[src/rtl/instruction_fetch_stage.sv]
// instruction_fetch_stage: mips_16 fetch stage owning the PC and the IF/ID pipeline register
// Ports: pc drives the instruction ROM address, instruction is the ROM's same-cycle data;
//   stall, branch_taken/branch_target and halt steer fetching; if_id_instr, if_id_pc_plus1
//   and if_id_valid feed decode; fetch_state reports BOOT=0, RUN=1, HALTED=2.
// Define IF_PERF_COUNTERS_EN to add the saturating fetch_count and stall_count outputs.
module instruction_fetch_stage #(
  parameter int                  PC_WIDTH    = 8,
  parameter logic [PC_WIDTH-1:0] RESET_PC    = '0,
  parameter int                  BOOT_CYCLES = 2
) (
  input  logic                clk,
  input  logic                rst_n,
  output logic [PC_WIDTH-1:0] pc,
  input  logic [15:0]         instruction,
  input  logic                stall,
  input  logic                branch_taken,
  input  logic [PC_WIDTH-1:0] branch_target,
  input  logic                halt,
  output logic [15:0]         if_id_instr,
  output logic [PC_WIDTH-1:0] if_id_pc_plus1,
  output logic                if_id_valid,
  output logic [1:0]          fetch_state
`ifdef IF_PERF_COUNTERS_EN
  ,
  output logic [15:0]         fetch_count,
  output logic [15:0]         stall_count
`endif
);
  typedef enum logic [1:0] {BOOT = 2'd0, RUN = 2'd1, HALTED = 2'd2} state_t;
  localparam logic [3:0] BOOT_INIT = 4'(BOOT_CYCLES - 1);
  state_t              state, state_n;
  logic [3:0]          cnt, cnt_n;
  logic [PC_WIDTH-1:0] pc_reg, pc_n, pc_inc, pc1_n;
  logic [15:0]         instr_n;
  logic                valid_n, go;
  assign pc          = pc_reg;
  assign pc_inc      = pc_reg + PC_WIDTH'(1);
  assign fetch_state = state;
  assign go          = !branch_taken && !stall && !halt;
  always_ff @(posedge clk or negedge rst_n)
    if (!rst_n) begin
      state          <= BOOT;
      cnt            <= BOOT_INIT;
      pc_reg         <= RESET_PC;
      if_id_instr    <= '0;
      if_id_pc_plus1 <= '0;
      if_id_valid    <= 1'b0;
    end else begin
      state          <= state_n;
      cnt            <= cnt_n;
      pc_reg         <= pc_n;
      if_id_instr    <= instr_n;
      if_id_pc_plus1 <= pc1_n;
      if_id_valid    <= valid_n;
    end
  always_comb begin
    state_n = state;
    cnt_n   = cnt;
    pc_n    = pc_reg;
    instr_n = if_id_instr;
    pc1_n   = if_id_pc_plus1;
    valid_n = if_id_valid;
    case (state)
      BOOT: begin
        cnt_n   = (cnt == 4'd0) ? cnt : cnt - 4'd1;
        state_n = (cnt != 4'd0) ? BOOT : halt ? HALTED : RUN;
        instr_n = '0;
        pc1_n   = '0;
        valid_n = 1'b0;
      end
      RUN: begin
        state_n = (!branch_taken && !stall && halt) ? HALTED : RUN;
        pc_n    = branch_taken ? branch_target : go ? pc_inc : pc_reg;
        // only a stall without a branch preserves IF/ID; branch and halt load a bubble
        if (branch_taken || !stall) begin
          instr_n = go ? instruction : '0;
          pc1_n   = go ? pc_inc : '0;
          valid_n = go;
        end
      end
      HALTED: begin
        state_n = halt ? HALTED : RUN;
        pc_n    = branch_taken ? branch_target : pc_reg;
        instr_n = '0;
        pc1_n   = '0;
        valid_n = 1'b0;
      end
      default: begin
        state_n = BOOT;
        cnt_n   = BOOT_INIT;
      end
    endcase
  end
`ifdef IF_PERF_COUNTERS_EN
  always_ff @(posedge clk or negedge rst_n)
    if (!rst_n) begin
      fetch_count <= '0;
      stall_count <= '0;
    end else begin
      if (state == RUN && go && !(&fetch_count)) fetch_count <= fetch_count + 16'd1;
      if (state == RUN && stall && !branch_taken && !(&stall_count)) stall_count <= stall_count + 16'd1;
    end
`endif
endmodule
[config.mk]
export PLATFORM = sky130hd
export DESIGN_NAME = instruction_fetch_stage
export DESIGN_NICKNAME = d
export VERILOG_FILES = /design/src/rtl/instruction_fetch_stage.sv
export SDC_FILE = /design/constraint.sdc
export NUM_CORES = 1
export LEC_CHECK = 0
export ABC_AREA = 1
export CORE_UTILIZATION = 42
export DETAILED_ROUTE_END_ITERATION = 8
export GPL_TIMING_DRIVEN = 0
export PLACE_DENSITY = 0.76
export SETUP_SLACK_MARGIN = 0.4
export SKIP_LAST_GASP = 1
export SLEW_MARGIN = 10
export SYNTH_ARGS = -nofsm -noshare
export SYNTH_HDL_FRONTEND = slang
export SYNTH_SLANG_ARGS = --single-unit
[constraint.sdc]
create_clock -name clk -period 1.7 [get_ports clk]
set_clock_uncertainty 0.15 [all_clocks]
set_input_delay 0.17 -clock clk [delete_from_list [all_inputs] [get_ports clk]]
set_output_delay 0.17 -clock clk [all_outputs]
set_load 0.05 [all_outputs]
== After elaboration in Yosys (flattened, before gate mapping) ==
Cells that the tools add are included.
Word-level totals
  flip-flop bits (word level): 39
Operators by class
  eq/ne operators: 6
  add/sub/neg operators: 2
  reduce and logical (&&, ||, !) cells: 17
  multiplexer cells: 18
  bitwise gates (word level): 1
Operators by type and width (count)
  8-bit two-way mux: 5
  16-bit two-way mux: 2
  16-bit one-hot mux with 2 select lines: 1
  8-bit one-hot mux with 2 select lines: 2
  8-bit by 1-bit adder with 8-bit output (second input constant): 1
  4-bit one-hot mux with 2 select lines: 1
  2-bit two-way mux: 3
  2-bit inequality test (second input constant): 3
  2-bit one-hot mux with 3 select lines: 1
  4-bit logical NOT: 1
  4-bit two-way mux: 1
  2-bit AND reduction: 2
  2-bit nonzero test: 2
  4-bit nonzero test: 1
  2-bit OR reduction: 2
  4-bit by 1-bit subtractor with 4-bit output (second input constant): 1
  1-bit logical AND: 3
  1-bit logical NOT: 3
  3-bit inequality test (second input constant): 1
  3-bit AND reduction: 1
  2-bit by 1-bit == test with 1-bit output (second input constant): 1
  2-bit == test (second input constant): 1
  2-bit logical NOT: 1
  1-bit one-hot mux with 2 select lines: 1
  3 further kinds: 3

== Longest topological paths before layout ==
  depth after elaboration: 6
  depth in mapped cells: 9
  depth with buffers taken out: 8

== Worst setup path after synthesis ==
OpenSTA, ideal clock, no wires.
  path kind: reg2reg
  start: register state[0], in the netlist fetch_state[0]
  end: register if_id_pc_plus1[5]
  cell stages (with the launch flop): 10
  library setup time: 0.116 ns
  path buffers: 1
  path slack: -0.413 ns
  arrival: 1.847 ns
  cell sequence: dfrtp_1 -> inv_1 -> ha_1 -> nor2_2 -> nor2_1 -> a21oi_4 -> nor2_8 -> buf_12 -> nand2_2 -> nand2_2
On the way
  word-level cells in the longest chain between the ends: 4
  elaborated cells on any way between the ends: 8
  classes of those cells: 3 x eq/ne; 1 x mux; 4 x reduce/logical
RTL lines
  start: declaration: RTL line 31  | state_t state, state_n;
  start signal: assignment: RTL line 49  | state <= state_n;
  2-bit == test / 2-bit logical NOT (equally long branches): RTL line 63  | case (state)
  2-bit OR reduction (no source line)
  2-bit nonzero test (no source line)
  2-bit AND reduction (no source line)
  end signal: assignment: RTL line 53  | if_id_pc_plus1 <= pc1_n;
  end: declaration: RTL line 20  | output logic [PC_WIDTH-1:0] if_id_pc_plus1,
Several ways; a longest one is shown, not always the timed one.
A chain may end at the register's enable or synchronous reset.

== Worst setup path after layout ==
  start: register state[0], in the netlist fetch_state[0]
  end: register if_id_instr[0]
On the way
  word-level cells in the longest chain between the ends: 4
  elaborated cells on any way between the ends: 8
  classes of those cells: 3 x eq/ne; 1 x mux; 4 x reduce/logical
RTL lines
  2-bit == test / 2-bit logical NOT (equally long branches): RTL line 63
  2-bit OR reduction (no source line)
  2-bit nonzero test (no source line)
  2-bit AND reduction (no source line)
  end signal: assignment: RTL line 52  | if_id_instr <= instr_n;
  end: declaration: RTL line 19  | output logic [15:0] if_id_instr,
Several ways; a longest one is shown, not always the timed one.

==> impl_results.html <==
<table>
<tr><th>Metric</th><th>Value</th></tr>
<tr><th colspan="2">Status</th></tr>
<tr><td>Outcome</td><td>finished, violations left</td></tr>
<tr><td>Failing checks</td><td>negative setup slack</td></tr>
<tr><th colspan="2">Global route</th></tr>
<tr><td>Number of antenna violations at the first check in global routing</td><td>0</td></tr>
<tr><td>Global-route usage over all layers</td><td>19.02%</td></tr>
<tr><td>Global route total overflow</td><td>0</td></tr>
<tr><td>First-pass GRT wire length</td><td>7824 um</td></tr>
<tr><td>Via count of the first global-routing pass</td><td>1728</td></tr>
<tr><td>Pin count of the biggest net entering global routing</td><td>27</td></tr>
<tr><th colspan="2">Yosys</th></tr>
<tr><td>Yosys top cell area share</td><td>45.13%</td></tr>
<tr><td>Per-instance average area after synthesis</td><td>8.011 um2</td></tr>
<tr><td>Synth cell count leaders</td><td>nand2_1, dfrtp_1, nand2_2</td></tr>
<tr><td>Primary flip-flop cell chosen by synthesis mapping</td><td>dfrtp_1</td></tr>
<tr><td>Nets in the synthesized netlist</td><td>300</td></tr>
<tr><td>Most area-hungry cell type in the Yosys netlist</td><td>dfrtp_1</td></tr>
<tr><td>Most numerous cell in the Yosys netlist</td><td>nand2_1</td></tr>
<tr><td>Number of enable-type register cells in the synthesized netlist</td><td>0</td></tr>
<tr><td>FFs w/ async S/R, synth</td><td>100.0%</td></tr>
<tr><td>Unique masters post-synth</td><td>24</td></tr>
<tr><td>Number of instances in the synthesized netlist</td><td>263</td></tr>
<tr><td>Cells taking the most area after synthesis</td><td>dfrtp_1, nand2_1, nand2_2</td></tr>
<tr><td>Fraction of the yosys area taken by sequential cells</td><td>46.38%</td></tr>
<tr><td>Post-synthesis sequential element count</td><td>39</td></tr>
<tr><td>Summed instance area of the synthesized netlist</td><td>2107 um2</td></tr>
<tr><td>Synth warnings</td><td>0</td></tr>
<tr><th colspan="2">Route</th></tr>
<tr><td>Final routed wire length divided by cell count</td><td>11.80 um</td></tr>
<tr><td>Ratio of routed vias to standard cells</td><td>4.589</td></tr>
<tr><td>Number of remaining DRC errors</td><td>0</td></tr>
<tr><td>Vias</td><td>1923</td></tr>
<tr><td>Routed wire length</td><td>4944 um</td></tr>
<tr><td>Iter 0 DRT Violations</td><td>101</td></tr>
<tr><td>Count of TritonRoute iterations in the first routing pass</td><td>4</td></tr>
<tr><td>Final antenna-violating net count</td><td>0</td></tr>
<tr><th colspan="2">Cells and area</th></tr>
<tr><td>Synthesis-to-finish area growth</td><td>51.25%</td></tr>
<tr><td>Final net count</td><td>389</td></tr>
<tr><td>Share of final-layout standard cells stronger than drive strength 1</td><td>38.64%</td></tr>
<tr><td>Finished Core Util</td><td>66.59%</td></tr>
<tr><td>Antenna Diode Count</td><td>0</td></tr>
<tr><td>Number of flip-flops under the largest register name</td><td>16</td></tr>
<tr><td>Area of all sequential standard cells</td><td>984.7 um2</td></tr>
<tr><td>Fillers</td><td>425</td></tr>
<tr><td>Area of the multi-input gates</td><td>1185 um2</td></tr>
<tr><th colspan="2">Pwr</th></tr>
<tr><td>Maximum resistive drop on vdd</td><td>0.001061 V</td></tr>
<tr><td>Pleak</td><td>0.001741 uW</td></tr>
<tr><td>Total net switching power</td><td>2520 uW</td></tr>
<tr><td>Sw Ratio</td><td>47.75%</td></tr>
<tr><td>Fraction of power consumed by combinational cells</td><td>61.4%</td></tr>
<tr><td>Proportion of power drawn by flip-flops and latches</td><td>26.7%</td></tr>
<tr><td>Portion of total power attributed to the clock network</td><td>12.0%</td></tr>
<tr><td>Int Pwr</td><td>2757 uW</td></tr>
<tr><td>Power density relative to cell area</td><td>1656 nW/um2</td></tr>
<tr><td>PnR Total Power</td><td>5277 uW</td></tr>
<tr><th colspan="2">Clock network</th></tr>
<tr><td>TritonCTS Sinks</td><td>39</td></tr>
<tr><td>CTS tree</td><td>yes</td></tr>
<tr><td>Number of buffers created by CTS</td><td>5</td></tr>
<tr><td>Clock insertion delay at the later pin of the skew report</td><td>0.29 ns</td></tr>
<tr><td>Clock Path Buffers</td><td>2</td></tr>
<tr><td>CTS clock-pin slew for the worst setup and hold paths</td><td>0.08 ns</td></tr>
<tr><td>CTS H-tree lvls</td><td>2</td></tr>
<tr><td>Master cell of the clock root buffer</td><td>clkbuf_8</td></tr>
<tr><th colspan="2">Timing</th></tr>
<tr><td>Endpoints failing setup</td><td>26</td></tr>
<tr><td>Worst slew slack as a fraction of its limit</td><td>76.48%</td></tr>
<tr><td>Number of slew-limit violations in the final report</td><td>0</td></tr>
<tr><td>RSZ-0062 raised after global routing</td><td>true</td></tr>
<tr><td>Final period utilization</td><td>102.4%</td></tr>
<tr><td>Worst Tran Pin Value</td><td>0.3529 ns</td></tr>
<tr><td>Smallest setup slack after layout</td><td>-0.04044 ns</td></tr>
<tr><td>F_max</td><td>574.6 MHz</td></tr>
<tr><td>Hold Vio Cnt, Final</td><td>0</td></tr>
<tr><td>Tmin final</td><td>1.740 ns</td></tr>
<tr><th colspan="2">Critical path</th></tr>
<tr><td>Req. time, crit path</td><td>1.73 ns</td></tr>
<tr><td>Worst path most repeated cell</td><td>nor2_4</td></tr>
<tr><td>CP max stage delay</td><td>0.47 ns</td></tr>
<tr><td>Sort of element at the end of the critical path</td><td>flip-flop</td></tr>
<tr><td>Data arrival, critical path</td><td>1.77 ns</td></tr>
<tr><td>Buffers and inverters on the worst path</td><td>3</td></tr>
<tr><td>Maximum fanout count along the critical path</td><td>5</td></tr>
<tr><td>Class of the most critical setup path</td><td>flip-flop to flip-flop</td></tr>
<tr><td>Critical-path cell list</td><td>inv_4, ha_4, nor2_4, nor2_4, a21oi_4, buf_6, nor2_8, clkbuf_16, nand2_4, nand2_2</td></tr>
<tr><td>Category of the worst setup path launch point</td><td>flip-flop</td></tr>
<tr><td>Slowest cell on crit path</td><td>dfrtp_4</td></tr>
<tr><td>Dominant delay contributor by cell family on the critical path</td><td>flip-flops</td></tr>
<tr><th colspan="2">Placement</th></tr>
<tr><td>Final Wtd Congestion</td><td>0.8251</td></tr>
<tr><td>IO buf count</td><td>63</td></tr>
<tr><td>Half-perimeter wire length after placement</td><td>3272 um</td></tr>
<tr><td>Pre-CTS WS</td><td>-0.2056 ns</td></tr>
<tr><th colspan="2">Floorplan</th></tr>
<tr><td>Core ar.</td><td>4786 um2</td></tr>
<tr><td>Number of top-level pins</td><td>64</td></tr>
<tr><td>FP Rows</td><td>25</td></tr>
<tr><td>Die Footprint</td><td>5304 um2</td></tr>
<tr><td>Overall die width</td><td>72.83 um</td></tr>
<tr><td>Overall die height</td><td>72.83 um</td></tr>
<tr><td>Initial standard-cell utilization of the core</td><td>44.03%</td></tr>
<tr><th colspan="2">Flow run</th></tr>
<tr><td>Max-cap viol count</td><td>0</td></tr>
<tr><th colspan="2">Worst hold path</th></tr>
<tr><td>Tightest Hold Check Type</td><td>primary input to asynchronous set/reset pin</td></tr>
</table>
area by class of cell:
| cell class | count | share of cell area (%) |
|---|---|---|
| clock inverter | 1 | 0.1570 |
| inverter | 23 | 2.945 |
| buffer | 6 | 2.552 |
| clock buffer | 6 | 2.591 |
| tap | 67 | 2.631 |
| sequential | 39 | 30.90 |
| multi-input combinational | 195 | 37.18 |
| timing repair buffer | 82 | 21.04 |
cell usage in the layout (no fill, tap or decap), drive strengths merged, types with 2 or more instances in the layout:
cell           instances
clkdlybuf4s50         27
nand3                 10
nor2                  21
o21ai                 16
clkbuf                 9
a21oi                  4
dfrtp                 38
ha                     8
nand4                  2
buf                   57
inv                   23
nand2                129
or2                    2
stage by stage:
stage / hold slack [ns] / area (um2) / TNS [ns] / std cells
2_1_floorplan: -0.2756 / 2227 / -2.458 / 263
3_3_place_gp: 0.3135 / 2942 / -29.85 / 393
3_5_place_dp: -0.05631 / 2957 / -4.302 / 394
4_1_cts: 0.1667 / 3083 / -0.2456 / 414
5_1_grt: 0.2033 / 3187 / -2.560 / 419
6_report: 0.1667 / 3187 / -0.6531 / 419
power groups by stage:
stage	sequential (uW)	clock, uW	combinational [uW]
floorplan	1980	0	1430
global placement	1410	0	2690
detailed placement	1420	0	2740
CTS	1400	643	2990
global route	1440	683	3510
finish	1410	632	3240
routing by layer:
metal | GRT usage (%) | routed length (um) | vias to the layer above
li1 | - | - | 990
met1 | 25.07 | 2306 | 871
met2 | 31.98 | 2302 | 54
met3 | 3.729 | 252 | 8
met4 | 5.229 | 82 | 0
met5 | 0 | 0 | -
worst register-to-register path: cells and delay by family (launching register included):
family                     cells  cell delay, ns
buffers and inverters          3            0.37
DFF                            1            0.47
AOI/OAI and AO/OA              1            0.16
and+or+nand+nor                5            0.33
adders and majority gates      1            0.17
repair_timing:
item,CTS,global route
setup buffers,11,5
pin swaps,9,2
hold buffers,1,0
hold endpoints to repair,38,0
cloned,1,0
resized for setup,188,31
endpoints found under the setup margin,74,44
final timing paths:
kind	from	endpoint	slack [ns]	depth (start not counted)
worst max-delay path	fetch_state[0]$_DFF_PN0_	if_id_instr[0]$_DFFE_PN0P_	-0.04	10
worst min-delay path	rst_n	pc[4]$_DFFE_PN0P_	0.17	2
worst max register to register	fetch_state[0]$_DFF_PN0_	if_id_instr[0]$_DFFE_PN0P_	-0.04	10
worst min register to register	if_id_instr[10]$_DFFE_PN0P_	if_id_instr[10]$_DFFE_PN0P_	0.33	2
max in group asynchronous	rst_n	cnt[0]$_DFFE_PN1P_	0.71	3
min in group clk	instruction[14]	if_id_instr[14]$_DFFE_PN0P_	0.27	3
cells by family (layout without fill, tap and decap cells):
logic type      Yosys count  after routing  synth area share [%]
compound gates           21             21                 5.641
flops                    39             39                 46.38
buf+inv                  29            118                 7.185
fa+ha+maj                 8              8                 4.751
simple gates            166            166                 36.05
No activity file was read; power rests on OpenSTA's default activity.
